## config.mk

```make
export PLATFORM = sky130hd
export DESIGN_NAME = msq_write_arbiter_flat
export DESIGN_NICKNAME = d
export VERILOG_FILES = /design/src/rtl/msq_pkg.sv /design/src/rtl/msq_write_arbiter_if.sv /design/src/rtl/msq_rr_picker.sv /design/src/rtl/msq_write_arbiter.sv /design/src/flat_wrapper.sv
export SDC_FILE = /design/constraint.sdc
export NUM_CORES = 1
export LEC_CHECK = 0
export BUFFER_PORTS_ARGS = -buffer_cell sky130_fd_sc_hd__buf_2
export CAP_MARGIN = 15
export CORE_MARGIN = 8
export CORE_UTILIZATION = 51
export CTS_CLUSTER_SIZE = 24
export DETAILED_ROUTE_END_ITERATION = 12
export PLACE_DENSITY = 0.95
export SLEW_MARGIN = 20
export SYNTH_ARGS = -nofsm -noshare
export SYNTH_HDL_FRONTEND = slang
export SYNTH_SLANG_ARGS = --single-unit
```

## constraint.sdc

```tcl
create_clock -name S_AXI_ACLK -period 8.6 [get_ports S_AXI_ACLK]
set_clock_uncertainty 0.05 [all_clocks]
set_input_delay 1.72 -clock S_AXI_ACLK [delete_from_list [all_inputs] [get_ports S_AXI_ACLK]]
set_output_delay 1.72 -clock S_AXI_ACLK [all_outputs]
set_load 0.03 [all_outputs]
```

## src/rtl/msq_pkg.sv

```systemverilog
// Shared definitions for the micro-sequencer write arbiter: FSM states,
// requester-count bounds, counter widths and flattened-bus slice helpers.
package msq_pkg;

  typedef enum logic [2:0] {
    ST_IDLE       = 3'd0,
    ST_ISSUE      = 3'd1,
    ST_WAIT_START = 3'd2,
    ST_WAIT_DONE  = 3'd3,
    ST_FINISH     = 3'd4
  } arb_state_e;

  localparam int MIN_REQ    = 2;
  localparam int MAX_REQ    = 8;
  localparam int FAIL_CNT_W = 16;
  localparam int STRB_W     = 4;

  function automatic bit req_count_ok(input int n);
    return (n >= MIN_REQ) && (n <= MAX_REQ);
  endfunction

  // Low bit of requester idx inside a flattened vector of width-bit fields.
  function automatic int slice_lo(input int idx, input int width);
    return idx * width;
  endfunction

endpackage

```

## src/rtl/msq_write_arbiter_if.sv

```systemverilog
// Requester-side and write-master-side signals of the write arbiter.
// The arbiter uses the slave modport; the surrounding environment uses master.
interface msq_write_arbiter_if #(
  parameter int NUM_REQ    = 3,
  parameter int DATA_WIDTH = 32,
  parameter int ADDR_WIDTH = 32
) ();
  import msq_pkg::*;

  logic [NUM_REQ-1:0]            req_write;
  logic [NUM_REQ*ADDR_WIDTH-1:0] req_waddr;
  logic [NUM_REQ*DATA_WIDTH-1:0] req_wdata;
  logic [NUM_REQ*STRB_W-1:0]     req_wstrb;
  logic [NUM_REQ-1:0]            req_grant;
  logic [NUM_REQ-1:0]            req_done;
  logic [NUM_REQ-1:0]            req_error;
  logic [ADDR_WIDTH-1:0]         m_axi_waddr;
  logic [DATA_WIDTH-1:0]         m_axi_wdata;
  logic [STRB_W-1:0]             m_axi_wstrb;
  logic                          m_axi_write;
  logic                          m_axi_write_busy;
  logic                          m_axi_write_failed;
  logic                          arb_busy;
  logic [FAIL_CNT_W-1:0]         fail_count;

  modport slave (
    input  req_write, req_waddr, req_wdata, req_wstrb,
    input  m_axi_write_busy, m_axi_write_failed,
    output req_grant, req_done, req_error,
    output m_axi_waddr, m_axi_wdata, m_axi_wstrb, m_axi_write,
    output arb_busy, fail_count
  );

  modport master (
    output req_write, req_waddr, req_wdata, req_wstrb,
    output m_axi_write_busy, m_axi_write_failed,
    input  req_grant, req_done, req_error,
    input  m_axi_waddr, m_axi_wdata, m_axi_wstrb, m_axi_write,
    input  arb_busy, fail_count
  );

endinterface

```

## src/rtl/msq_rr_picker.sv

```systemverilog
// Round-robin request picker: first asserted request at or after rr_ptr,
// with rr_ptr advanced past the owner when a transaction finishes.
module msq_rr_picker #(
  parameter int NUM_REQ = 3,
  parameter int IDX_W   = 2
) (
  input  logic               clk,
  input  logic               rst,
  input  logic [NUM_REQ-1:0] req,
  input  logic               adv_en,
  input  logic [IDX_W-1:0]   adv_idx,
  output logic               pick_valid,
  output logic [NUM_REQ-1:0] pick_onehot,
  output logic [IDX_W-1:0]   pick_idx
);

  logic [IDX_W-1:0] rr_ptr_q;
  logic [IDX_W-1:0] rr_ptr_d;
  logic [IDX_W-1:0] cand;
  logic             hit;

  always_comb begin
    pick_valid  = 1'b0;
    pick_onehot = '0;
    pick_idx    = '0;
    cand        = '0;
    hit         = 1'b0;
    for (int k = 0; k < NUM_REQ; k++) begin
      cand              = IDX_W'((int'(rr_ptr_q) + k) % NUM_REQ);
      hit               = !pick_valid && req[cand];
      pick_onehot[cand] = pick_onehot[cand] | hit;
      pick_idx          = hit ? cand : pick_idx;
      pick_valid        = pick_valid | hit;
    end
  end

  always_comb begin
    rr_ptr_d = rr_ptr_q;
    if (adv_en) begin
      rr_ptr_d = (adv_idx == IDX_W'(NUM_REQ - 1)) ? '0 : adv_idx + IDX_W'(1);
    end else begin
      rr_ptr_d = rr_ptr_q;
    end
  end

  always_ff @(posedge clk or posedge rst) begin
    if (rst) begin
      rr_ptr_q <= '0;
    end else begin
      rr_ptr_q <= rr_ptr_d;
    end
  end

endmodule

```

## src/rtl/msq_write_arbiter.sv

```systemverilog
// Shares one register-write master between several requesters: round-robin
// capture, issue, start-timeout / failure retry, and per-requester done/error.
module msq_write_arbiter
  import msq_pkg::*;
#(
  parameter int NUM_REQ       = 3,
  parameter int DATA_WIDTH    = 32,
  parameter int ADDR_WIDTH    = 32,
  parameter int MAX_RETRIES   = 2,
  parameter int START_TIMEOUT = 15
) (
  input logic                S_AXI_ACLK,
  input logic                S_AXI_ARESET,
  msq_write_arbiter_if.slave bus
);

  localparam int IDX_W = (NUM_REQ > 1) ? $clog2(NUM_REQ) : 1;
  localparam int CNT_W = 8;

  if (!req_count_ok(NUM_REQ)) begin : g_bad_num_req
    $error("msq_write_arbiter: NUM_REQ must be within 2..8");
  end

  arb_state_e              state_q, state_d;
  logic [NUM_REQ-1:0]      grant_q, grant_d;
  logic [NUM_REQ-1:0]      done_q, done_d;
  logic [NUM_REQ-1:0]      error_q, error_d;
  logic [IDX_W-1:0]        grant_idx_q, grant_idx_d;
  logic [ADDR_WIDTH-1:0]   waddr_q, waddr_d;
  logic [DATA_WIDTH-1:0]   wdata_q, wdata_d;
  logic [STRB_W-1:0]       wstrb_q, wstrb_d;
  logic                    write_q, write_d;
  logic                    arb_busy_q, arb_busy_d;
  logic [FAIL_CNT_W-1:0]   fail_cnt_q, fail_cnt_d;
  logic [CNT_W-1:0]        attempt_q, attempt_d;
  logic [CNT_W-1:0]        timer_q, timer_d;
  logic                    ok_q, ok_d;
  logic                    attempt_fail;
  logic                    adv_en;
  logic                    pick_valid;
  logic [NUM_REQ-1:0]      pick_onehot;
  logic [IDX_W-1:0]        pick_idx;

  msq_rr_picker #(
    .NUM_REQ (NUM_REQ),
    .IDX_W   (IDX_W)
  ) u_picker (
    .clk         (S_AXI_ACLK),
    .rst         (S_AXI_ARESET),
    .req         (bus.req_write),
    .adv_en      (adv_en),
    .adv_idx     (grant_idx_q),
    .pick_valid  (pick_valid),
    .pick_onehot (pick_onehot),
    .pick_idx    (pick_idx)
  );

  always_comb begin
    state_d      = state_q;
    grant_d      = grant_q;
    grant_idx_d  = grant_idx_q;
    done_d       = '0;
    error_d      = '0;
    waddr_d      = waddr_q;
    wdata_d      = wdata_q;
    wstrb_d      = wstrb_q;
    write_d      = 1'b0;
    fail_cnt_d   = fail_cnt_q;
    attempt_d    = attempt_q;
    timer_d      = timer_q;
    ok_d         = ok_q;
    attempt_fail = 1'b0;
    adv_en       = 1'b0;

    case (state_q)
      ST_IDLE: begin
        if (pick_valid) begin
          state_d     = ST_ISSUE;
          grant_d     = pick_onehot;
          grant_idx_d = pick_idx;
          waddr_d     = bus.req_waddr[slice_lo(int'(pick_idx), ADDR_WIDTH) +: ADDR_WIDTH];
          wdata_d     = bus.req_wdata[slice_lo(int'(pick_idx), DATA_WIDTH) +: DATA_WIDTH];
          wstrb_d     = bus.req_wstrb[slice_lo(int'(pick_idx), STRB_W) +: STRB_W];
          attempt_d   = '0;
          ok_d        = 1'b0;
          write_d     = 1'b1;
        end else begin
          state_d = ST_IDLE;
        end
      end
      ST_ISSUE: begin
        timer_d = CNT_W'(START_TIMEOUT);
        state_d = ST_WAIT_START;
      end
      ST_WAIT_START: begin
        // Counter reaching zero is the timeout, START_TIMEOUT+1 cycles after issue.
        if (bus.m_axi_write_busy) begin
          state_d = ST_WAIT_DONE;
        end else if (timer_q <= CNT_W'(1)) begin
          attempt_fail = 1'b1;
        end else begin
          timer_d = timer_q - CNT_W'(1);
        end
      end
      ST_WAIT_DONE: begin
        if (bus.m_axi_write_busy) begin
          state_d = ST_WAIT_DONE;
        end else if (bus.m_axi_write_failed) begin
          attempt_fail = 1'b1;
        end else begin
          ok_d    = 1'b1;
          state_d = ST_FINISH;
        end
      end
      ST_FINISH: begin
        done_d  = ok_q ? grant_q : '0;
        error_d = ok_q ? '0 : grant_q;
        grant_d = '0;
        adv_en  = 1'b1;
        state_d = ST_IDLE;
      end
      default: begin
        state_d = ST_IDLE;
      end
    endcase

    if (attempt_fail) begin
      fail_cnt_d = (fail_cnt_q == '1) ? fail_cnt_q : fail_cnt_q + 1'b1;
      if (attempt_q < CNT_W'(MAX_RETRIES)) begin
        attempt_d = attempt_q + CNT_W'(1);
        write_d   = 1'b1;
        state_d   = ST_ISSUE;
      end else begin
        ok_d    = 1'b0;
        state_d = ST_FINISH;
      end
    end else begin
      fail_cnt_d = fail_cnt_q;
    end

    arb_busy_d = (state_d != ST_IDLE);
  end

  always_ff @(posedge S_AXI_ACLK or posedge S_AXI_ARESET) begin
    if (S_AXI_ARESET) begin
      state_q     <= ST_IDLE;
      grant_q     <= '0;
      done_q      <= '0;
      error_q     <= '0;
      grant_idx_q <= '0;
      waddr_q     <= '0;
      wdata_q     <= '0;
      wstrb_q     <= '0;
      write_q     <= 1'b0;
      arb_busy_q  <= 1'b0;
      fail_cnt_q  <= '0;
      attempt_q   <= '0;
      timer_q     <= '0;
      ok_q        <= 1'b0;
    end else begin
      state_q     <= state_d;
      grant_q     <= grant_d;
      done_q      <= done_d;
      error_q     <= error_d;
      grant_idx_q <= grant_idx_d;
      waddr_q     <= waddr_d;
      wdata_q     <= wdata_d;
      wstrb_q     <= wstrb_d;
      write_q     <= write_d;
      arb_busy_q  <= arb_busy_d;
      fail_cnt_q  <= fail_cnt_d;
      attempt_q   <= attempt_d;
      timer_q     <= timer_d;
      ok_q        <= ok_d;
    end
  end

  assign bus.req_grant   = grant_q;
  assign bus.req_done    = done_q;
  assign bus.req_error   = error_q;
  assign bus.m_axi_waddr = waddr_q;
  assign bus.m_axi_wdata = wdata_q;
  assign bus.m_axi_wstrb = wstrb_q;
  assign bus.m_axi_write = write_q;
  assign bus.arb_busy    = arb_busy_q;
  assign bus.fail_count  = fail_cnt_q;

endmodule

```

## src/flat_wrapper.sv

```systemverilog
// flat-port wrapper written by rule: the top's interface ports become plain ports
module msq_write_arbiter_flat import msq_pkg::*;
#(
  parameter int NUM_REQ       = 3,
  parameter int DATA_WIDTH    = 32,
  parameter int ADDR_WIDTH    = 32,
  parameter int MAX_RETRIES   = 2,
  parameter int START_TIMEOUT = 15
)
  (S_AXI_ACLK, S_AXI_ARESET, bus_req_write, bus_req_waddr, bus_req_wdata, bus_req_wstrb, bus_m_axi_write_busy, bus_m_axi_write_failed, bus_req_grant, bus_req_done, bus_req_error, bus_m_axi_waddr, bus_m_axi_wdata, bus_m_axi_wstrb, bus_m_axi_write, bus_arb_busy, bus_fail_count);
  msq_write_arbiter_if #(.NUM_REQ(NUM_REQ), .DATA_WIDTH(DATA_WIDTH), .ADDR_WIDTH(ADDR_WIDTH)) bus_i ();
  input logic S_AXI_ACLK;
  input logic S_AXI_ARESET;
  input wire logic [$bits(bus_i.req_write)-1:0] bus_req_write;
  input wire logic [$bits(bus_i.req_waddr)-1:0] bus_req_waddr;
  input wire logic [$bits(bus_i.req_wdata)-1:0] bus_req_wdata;
  input wire logic [$bits(bus_i.req_wstrb)-1:0] bus_req_wstrb;
  input wire logic [$bits(bus_i.m_axi_write_busy)-1:0] bus_m_axi_write_busy;
  input wire logic [$bits(bus_i.m_axi_write_failed)-1:0] bus_m_axi_write_failed;
  output wire logic [$bits(bus_i.req_grant)-1:0] bus_req_grant;
  output wire logic [$bits(bus_i.req_done)-1:0] bus_req_done;
  output wire logic [$bits(bus_i.req_error)-1:0] bus_req_error;
  output wire logic [$bits(bus_i.m_axi_waddr)-1:0] bus_m_axi_waddr;
  output wire logic [$bits(bus_i.m_axi_wdata)-1:0] bus_m_axi_wdata;
  output wire logic [$bits(bus_i.m_axi_wstrb)-1:0] bus_m_axi_wstrb;
  output wire logic [$bits(bus_i.m_axi_write)-1:0] bus_m_axi_write;
  output wire logic [$bits(bus_i.arb_busy)-1:0] bus_arb_busy;
  output wire logic [$bits(bus_i.fail_count)-1:0] bus_fail_count;
  assign bus_i.req_write = bus_req_write;
  assign bus_i.req_waddr = bus_req_waddr;
  assign bus_i.req_wdata = bus_req_wdata;
  assign bus_i.req_wstrb = bus_req_wstrb;
  assign bus_i.m_axi_write_busy = bus_m_axi_write_busy;
  assign bus_i.m_axi_write_failed = bus_m_axi_write_failed;
  assign bus_req_grant = bus_i.req_grant;
  assign bus_req_done = bus_i.req_done;
  assign bus_req_error = bus_i.req_error;
  assign bus_m_axi_waddr = bus_i.m_axi_waddr;
  assign bus_m_axi_wdata = bus_i.m_axi_wdata;
  assign bus_m_axi_wstrb = bus_i.m_axi_wstrb;
  assign bus_m_axi_write = bus_i.m_axi_write;
  assign bus_arb_busy = bus_i.arb_busy;
  assign bus_fail_count = bus_i.fail_count;
  msq_write_arbiter #(.NUM_REQ(NUM_REQ), .DATA_WIDTH(DATA_WIDTH), .ADDR_WIDTH(ADDR_WIDTH), .MAX_RETRIES(MAX_RETRIES), .START_TIMEOUT(START_TIMEOUT)) u_core (.S_AXI_ACLK(S_AXI_ACLK), .S_AXI_ARESET(S_AXI_ARESET), .bus(bus_i));
endmodule
```

==> metrics.md, run 1 <==
| Metric | Value |
|---|---|
| Worst-Skew Late Latency | `420 ps` |
| Post-route DRC | `0` |
| Syn_area_per_cell | `8.87 sq um` |
| Num ports | `306` |
| Post-synth ARST share | `100%` |
| Gr busiest metal | `met2` |
| Overall Power | `0.00347 W` |
| Setup bufs post-CTS | `0` |
| Largest family of logic cells by synthesized area | `compound AO/OA/AOI/OAI gates` |
| CTS root buffer | `clkbuf_16` |
| Fraction of the mapped netlist area in simple logic gates | `20.1%` |
| Mapped Area | `6330 sq um` |
| Max cap viols | `0` |
| RePlAce Congestion | `0.911` |
| Tightest Hold Check Type | `flip-flop to flip-flop` |
| Final Util | `70.8%` |
| Mapped Nets | `932` |
| Most frequent cells in the layout | `305 x buf_2, 147 x o21ai_0, 119 x dfrtp_1, 91 x nand2_1, 77 x and3_1` |
| Std-Cell Rows | `40` |
| Post-route minimum period | `4360 ps` |
| Via/cell ratio | `5.84` |
| Worst Setup Start Kind | `input pin` |
| WL/cell | `20.1 microns` |
| Adder-Cell Fraction of Synth Area | `1.38%` |
| Core ar. | `12100 sq um` |
| Clk sinks | `119` |
| Hold path depth | `2` |
| Path depth of the worst reg2reg path | `10` |
| TritonCTS clock tree | `done` |
| Slew of the pin with the lowest slew margin | `778 ps` |
| Number of synthesized flops with an enable pin | `0` |
| Slew Limit Headroom | `48.2%` |
| Initial core utilization | `52.5%` |
| Post-synthesis instance total | `714` |
| Synth-to-layout area growth | `34.8%` |
| Met3 global-route usage | `7.53%` |
| Mux cell area share after synthesis | `1.32%` |
| Leakage power | `4.40 nW` |
| Reg-to-reg startpoint | `u_core.u_picker.rr_ptr_q[1]` |
| Commonest non-fill, non-tap cell in the layout | `buf_2` |
| Routed WL | `23500 microns` |
| CTS resizes | `0` |
| Slew Viols, Final | `0` |
| Clock Tree Buf Depth | `2` |
| Share of layout cells above drive strength 1 | `36.1%` |
| Met1 global-route usage | `33.1%` |
| Worst R2R Setup Slack | `4680 ps` |
| Sequential fraction of the synthesis area | `47.0%` |
| Pwr dens | `406 nW/um^2` |
| FF+latch count, synth | `119` |
| Max Clk Rate | `229 MHz` |
| Crit path kind | `input pin to flip-flop` |
| Total track usage | `28.6%` |
| Clock-pin slew on the worst setup and hold paths | `60 ps` |
| Dpl hpwl | `16500 microns` |
| Die height | `127 microns` |
| Worst Path Max Fanout | `70` |
| Status | `finished clean` |
| Initial antenna violation count | `5` |
| Grt ovf | `0` |
| Fin Hold WS | `428 ps` |
| Nets | `1202` |
| Yosys cell types | `44` |
| Critical path data arrival time | `4590 ps` |
| Routing usage on met2 | `47.1%` |
| RR Endpoint | `u_core.bus.m_axi_wdata[22]` |
| Setup TNS | `0 ps` |
| DRT Pass-1 Iters | `5` |
| RSZ-0062 raised after global routing | `no` |
| CTS buffer count | `17` |
| Fin crit share | `50.7%` |
| PortBufs | `305` |
| Antenna viol nets, final | `0` |
| Hold Path Sink | `u_core.bus.m_axi_waddr[18]` |
| Setup crit end kind | `flip-flop` |
| Final hold violations | `0` |
| First-pass GRT wire length | `36800 microns` |
| Yosys warns | `0` |
| Vias | `6835` |
| Worst endpoint required time | `8830 ps` |
| XOR/XNOR share of the synthesized area | `2.49%` |
| H-tree depth | `4` |
| Hold_sp | `u_core.bus.m_axi_waddr[18]` |
| # setup viols final | `0` |
| Die width | `127 microns` |
| 1st-iter DRT viols | `681` |
| Die ar. | `16200 sq um` |
| # hold bufs at CTS | `0` |
| Ys flop type | `dfrtp_1` |
| Vias in the first global route | `6978` |
| Post-synthesis compound-gate area fraction | `23.3%` |
| Pin count of the biggest net entering global routing | `71` |
| Worst VDD drop | `0.281 mV` |
[through the flow]
stage / cells / area (sq um) / worst slack [ps]
global placement: 1133 / 7900 / 3740
global route: 1169 / 8530 / 4090
finish: 1170 / 8540 / 4240
detailed placement: 1133 / 7900 / 3630
floorplan: 714 / 6330 / 3670
CTS: 1165 / 8520 / 3970
[power breakdown]
part           total [W]  internal (W)  switching [W]
clock           0.000740      0.000462       0.000278
combinational    0.00182      0.000559        0.00126
sequential      0.000904      0.000766       0.000137
total            0.00347       0.00179        0.00168
[flip-flops by register name (all words and copies together), names as in the netlist]
name / count
u_core.attempt_q: 8
u_core.bus.arb_busy: 1
u_core.bus.fail_count: 16
u_core.bus.m_axi_waddr: 32
u_core.bus.m_axi_wdata: 32
u_core.bus.m_axi_write: 1
u_core.bus.m_axi_wstrb: 4
u_core.bus.req_done: 3
u_core.bus.req_error: 3
u_core.bus.req_grant: 3
u_core.grant_idx_q: 2
u_core.ok_q: 1
u_core.state_q: 3
u_core.timer_q: 8
u_core.u_picker.rr_ptr_q: 2
[Yosys cell counts, types with 5 or more instances]
| master | number | share of area [%] |
|---|---|---|
| nand4_1 | 6 | 0.59 |
| and3_1 | 77 | 7.6 |
| xnor2_1 | 9 | 1.2 |
| ha_1 | 7 | 1.4 |
| or3_1 | 5 | 0.49 |
| and2_1 | 9 | 0.89 |
| a21oi_1 | 7 | 0.55 |
| mux2i_1 | 5 | 0.79 |
| xor2_1 | 9 | 1.2 |
| o21ai_0 | 147 | 12 |
| nor2_1 | 18 | 1.1 |
| clkbuf_1 | 59 | 3.5 |
| nand2b_1 | 6 | 0.59 |
| a22o_1 | 5 | 0.69 |
| dfrtp_1 | 119 | 47 |
| nand2_1 | 94 | 5.6 |
| inv_1 | 12 | 0.71 |
| a211oi_1 | 68 | 8.1 |
| nand3_1 | 8 | 0.63 |
[layer usage]
layer | up-vias | routed length, microns
li1 | 3135 | -
met1 | 3186 | 8730
met2 | 425 | 11800
met3 | 87 | 2030
met4 | 2 | 991
met5 | - | 7
[cells by family (layout without fill, tap and decap cells)]
family,after synthesis,after routing
AO/OA/AOI/OAI,244,244
XOR/XNOR,18,18
adder cells (fa/ha/maj),7,7
buffers and inverters,73,356
flip-flops,119,119
multiplexers,8,8
other,0,5
AND/OR/NAND/NOR,245,245
[critical path, cell delays in order]
cell and delay, ps:
buf_2 140, nor2b_1 240, mux2i_1 210, o211ai_1 160, buf_4 520, nand2_2 520
buf_4 440, a211oi_1 360, o21ai_0 180
[worst max path at each step]
stage,startpoint,to,slack (ps),depth (start not counted)
floorplan,S_AXI_ARESET,u_core.attempt_q[0],3670,1
global placement,bus_req_write[1],u_core.bus.m_axi_wdata[25],3740,8
detailed placement,bus_req_write[1],u_core.bus.m_axi_wdata[27],3630,8
CTS,bus_req_write[1],u_core.bus.m_axi_wdata[22],3970,8
global route,bus_req_write[2],u_core.bus.m_axi_wdata[22],4090,9
finish,bus_req_write[2],u_core.bus.m_axi_wdata[22],4240,9
[area by class of cell]
| cell class | count | area (sq um) |
|---|---|---|
| Multi-Input combinational cell | 522 | 3090 |
| Sequential cell | 119 | 2980 |
| Clock inverter | 15 | 190 |
| Timing Repair Buffer | 312 | 1580 |
| Inverter | 12 | 47.5 |
| Antenna cell | 5 | 12.5 |
| Tap cell | 168 | 210 |
| Clock buffer | 17 | 425 |
| Fill cell | 939 | 3520 |
Note: power is estimated with default switching activity, not from simulation.
==> inputs of run 2 (changes only) <==
- CORE_UTILIZATION: 51 -> 42
- PLACE_DENSITY: 0.95 -> 0.85
- clock period: 8.6 -> 3.8 ns (I/O delays scaled with it)
==> run 2 against run 1 <==
Compared with the run above: cell area is 2.3% higher; critical path depth stayed put; clock power is 140% higher; global-route usage is 5.9 points lower; critical endpoint is now u_core.bus.m_axi_waddr[28]; largest cell class unchanged.
==> metrics.md, run 2 (same netlist as run 1, synthesis figures left out) <==
| Metric | Value |
|---|---|
| Fillers | `1309` |
| CP max stage delay | `620 ps` |
| Vias in the first global route | `6652` |
| Core ar. | `15000 sq um` |
| Pin count of the biggest net entering global routing | `80` |
| Die height | `139 microns` |
| Post-route DRC | `0` |
| Clock Tree Buf Depth | `2` |
| Status | `finished clean` |
| Share of layout cells above drive strength 1 | `36.6%` |
| RePlAce Congestion | `0.879` |
| Via/cell ratio | `5.51` |
| Std-Cell Rows | `45` |
| Leakage power | `4.47 nW` |
| Routed WL | `22300 microns` |
| PortBufs | `305` |
| Grt ovf | `0` |
| RSZ-0062 raised after global routing | `no` |
| Synth-to-layout area growth | `37.8%` |
| Final hold violations | `0` |
| Die width | `139 microns` |
| Final worst slack | `612 ps` |
| Inst Count DP | `1163` |
| Die ar. | `19300 sq um` |
| WP buf/inv | `2` |
| WL/cell | `18.6 microns` |
| Critical path data arrival time | `3450 ps` |
| 1st-iter DRT viols | `462` |
| Commonest non-fill, non-tap cell in the layout | `buf_2` |
| Setup bufs post-CTS | `0` |
| Vias | `6621` |
| Post-route minimum period | `3190 ps` |
| Initial antenna violation count | `9` |
| # setup viols final | `0` |
| Worst endpoint required time | `4070 ps` |
| Antenna viol nets, final | `0` |
| Total track usage | `22.7%` |
| Nets | `1212` |
| Pwr dens | `922 nW/um^2` |
| Max Clk Rate | `314 MHz` |
| # hold bufs at CTS | `0` |
| First-pass GRT wire length | `35000 microns` |
| Max cap viols | `0` |
| Setup TNS | `0 ps` |
| Dpl hpwl | `16400 microns` |
| Fin crit share | `83.9%` |
| Crit path kind | `flip-flop to flip-flop` |
| Non-Filler Instances | `1202` |
| DRT Pass-1 Iters | `5` |
| TritonCTS clock tree | `done` |
| CTS root buffer | `clkbuf_16` |
| CTS resizes | `0` |
| Slew Viols, Final | `0` |
| CTS buffer count | `17` |
| Clock-pin slew on the worst setup and hold paths | `60 ps` |
| Worst Path Max Fanout | `28` |
| Setup crit end kind | `flip-flop` |
| Crit-path slowest cell | `nor2_4` |
| Worst-Skew Late Latency | `410 ps` |
| Num ports | `306` |
| Clk sinks | `119` |
| Fin Hold WS | `425 ps` |
| Critical-path cell list | `inv_1 > ha_1 > mux2_2 > mux2i_1 > a31oi_1 > nor2_4 > buf_4 > a211oi_1 > o21ai_0` |
| Tightest Hold Check Type | `flip-flop to flip-flop` |
| H-tree depth | `4` |
| Most frequent cells in the layout | `305 x buf_2, 147 x o21ai_0, 119 x dfrtp_1, 91 x nand2_1, 77 x and3_1` |
| Setup WS pre-CTS | `690 ps` |
| Slew of the pin with the lowest slew margin | `883 ps` |
| Initial core utilization | `42.3%` |
| Worst VDD drop | `0.463 mV` |
| Slew Limit Headroom | `41.0%` |
| CP top delay family | `multiplexers` |
| Worst Setup Start Kind | `flip-flop` |
[run 2: cell types whose count changed in the layout (fill, tap and decap cells not counted), moves of 2 or more]
| cell | change |
|---|---|
| buf_12 | +5 |
| diode_2 | +2 |
| clkbuf_8 | +2 |
| clkinvlp_4 | +2 |
| clkinv_4 | -2 |
| buf_4 | +5 |
| inv_6 | -2 |
[run 2: final timing paths]
kind	slack (ps)	endpoint	depth (start not counted)	from
setup / recovery	610	u_core.bus.m_axi_waddr[28]	9	u_core.u_picker.rr_ptr_q[1]
hold / removal	420	u_core.bus.m_axi_wdata[21]	2	u_core.bus.m_axi_wdata[21]
setup reg to reg	610	u_core.bus.m_axi_waddr[28]	9	u_core.u_picker.rr_ptr_q[1]
hold reg to reg	420	u_core.bus.m_axi_wdata[21]	2	u_core.bus.m_axi_wdata[21]
max in group asynchronous	2440	u_core.bus.m_axi_wdata[15]	3	S_AXI_ARESET
min in group asynchronous	470	u_core.bus.fail_count[1]	2	S_AXI_ARESET
[run 2: power by group]
group | leakage (nW) | total, W | internal (W) | switching (W)
clock | 0.308 | 0.00175 | 0.00114 | 0.000610
combinational | 2.65 | 0.00426 | 0.00142 | 0.00284
sequential | 1.51 | 0.00204 | 0.00173 | 0.000302
[run 2: metrics by stage]
| stage | util (%) | instance area [sq um] | power (W) |
|---|---|---|---|
| after floorplan | - | 6340 | 0.00490 |
| after global placement | 53.9 | 8070 | 0.00621 |
| after detailed placement | 53.9 | 8070 | 0.00630 |
| after CTS | 58.2 | 8710 | 0.00808 |
| after global routing | 58.3 | 8730 | 0.00858 |
| final | 58.3 | 8730 | 0.00805 |
[run 2: final cells by class]
type                       count  area [sq um]  area share (%)
multi-input combinational    522          3090            35.4
sequential                   119          2980            34.1
antenna                        7          17.5           0.201
timing repair buffer         322          1720            19.7
inverter                      12          48.8           0.559
clock buffer                  20           457            5.23
tap                          188           235            2.69
clock inverter                12           188            2.15
[run 2: worst register-to-register path: stages, from the launching register on]
cell      delay (ps)
dfrtp_1          380
inv_1             90
ha_1             380
mux2_2           400
mux2i_1          280
a31oi_1          210
nor2_4           620
buf_4            370
a211oi_1          80
o21ai_0          220
[run 2: per-layer routing]
metal  track usage, %  wire [microns]
met5                0              38
met4             9.47             597
met3             7.81            1680
met2             38.1           11000
met1             25.9            8990
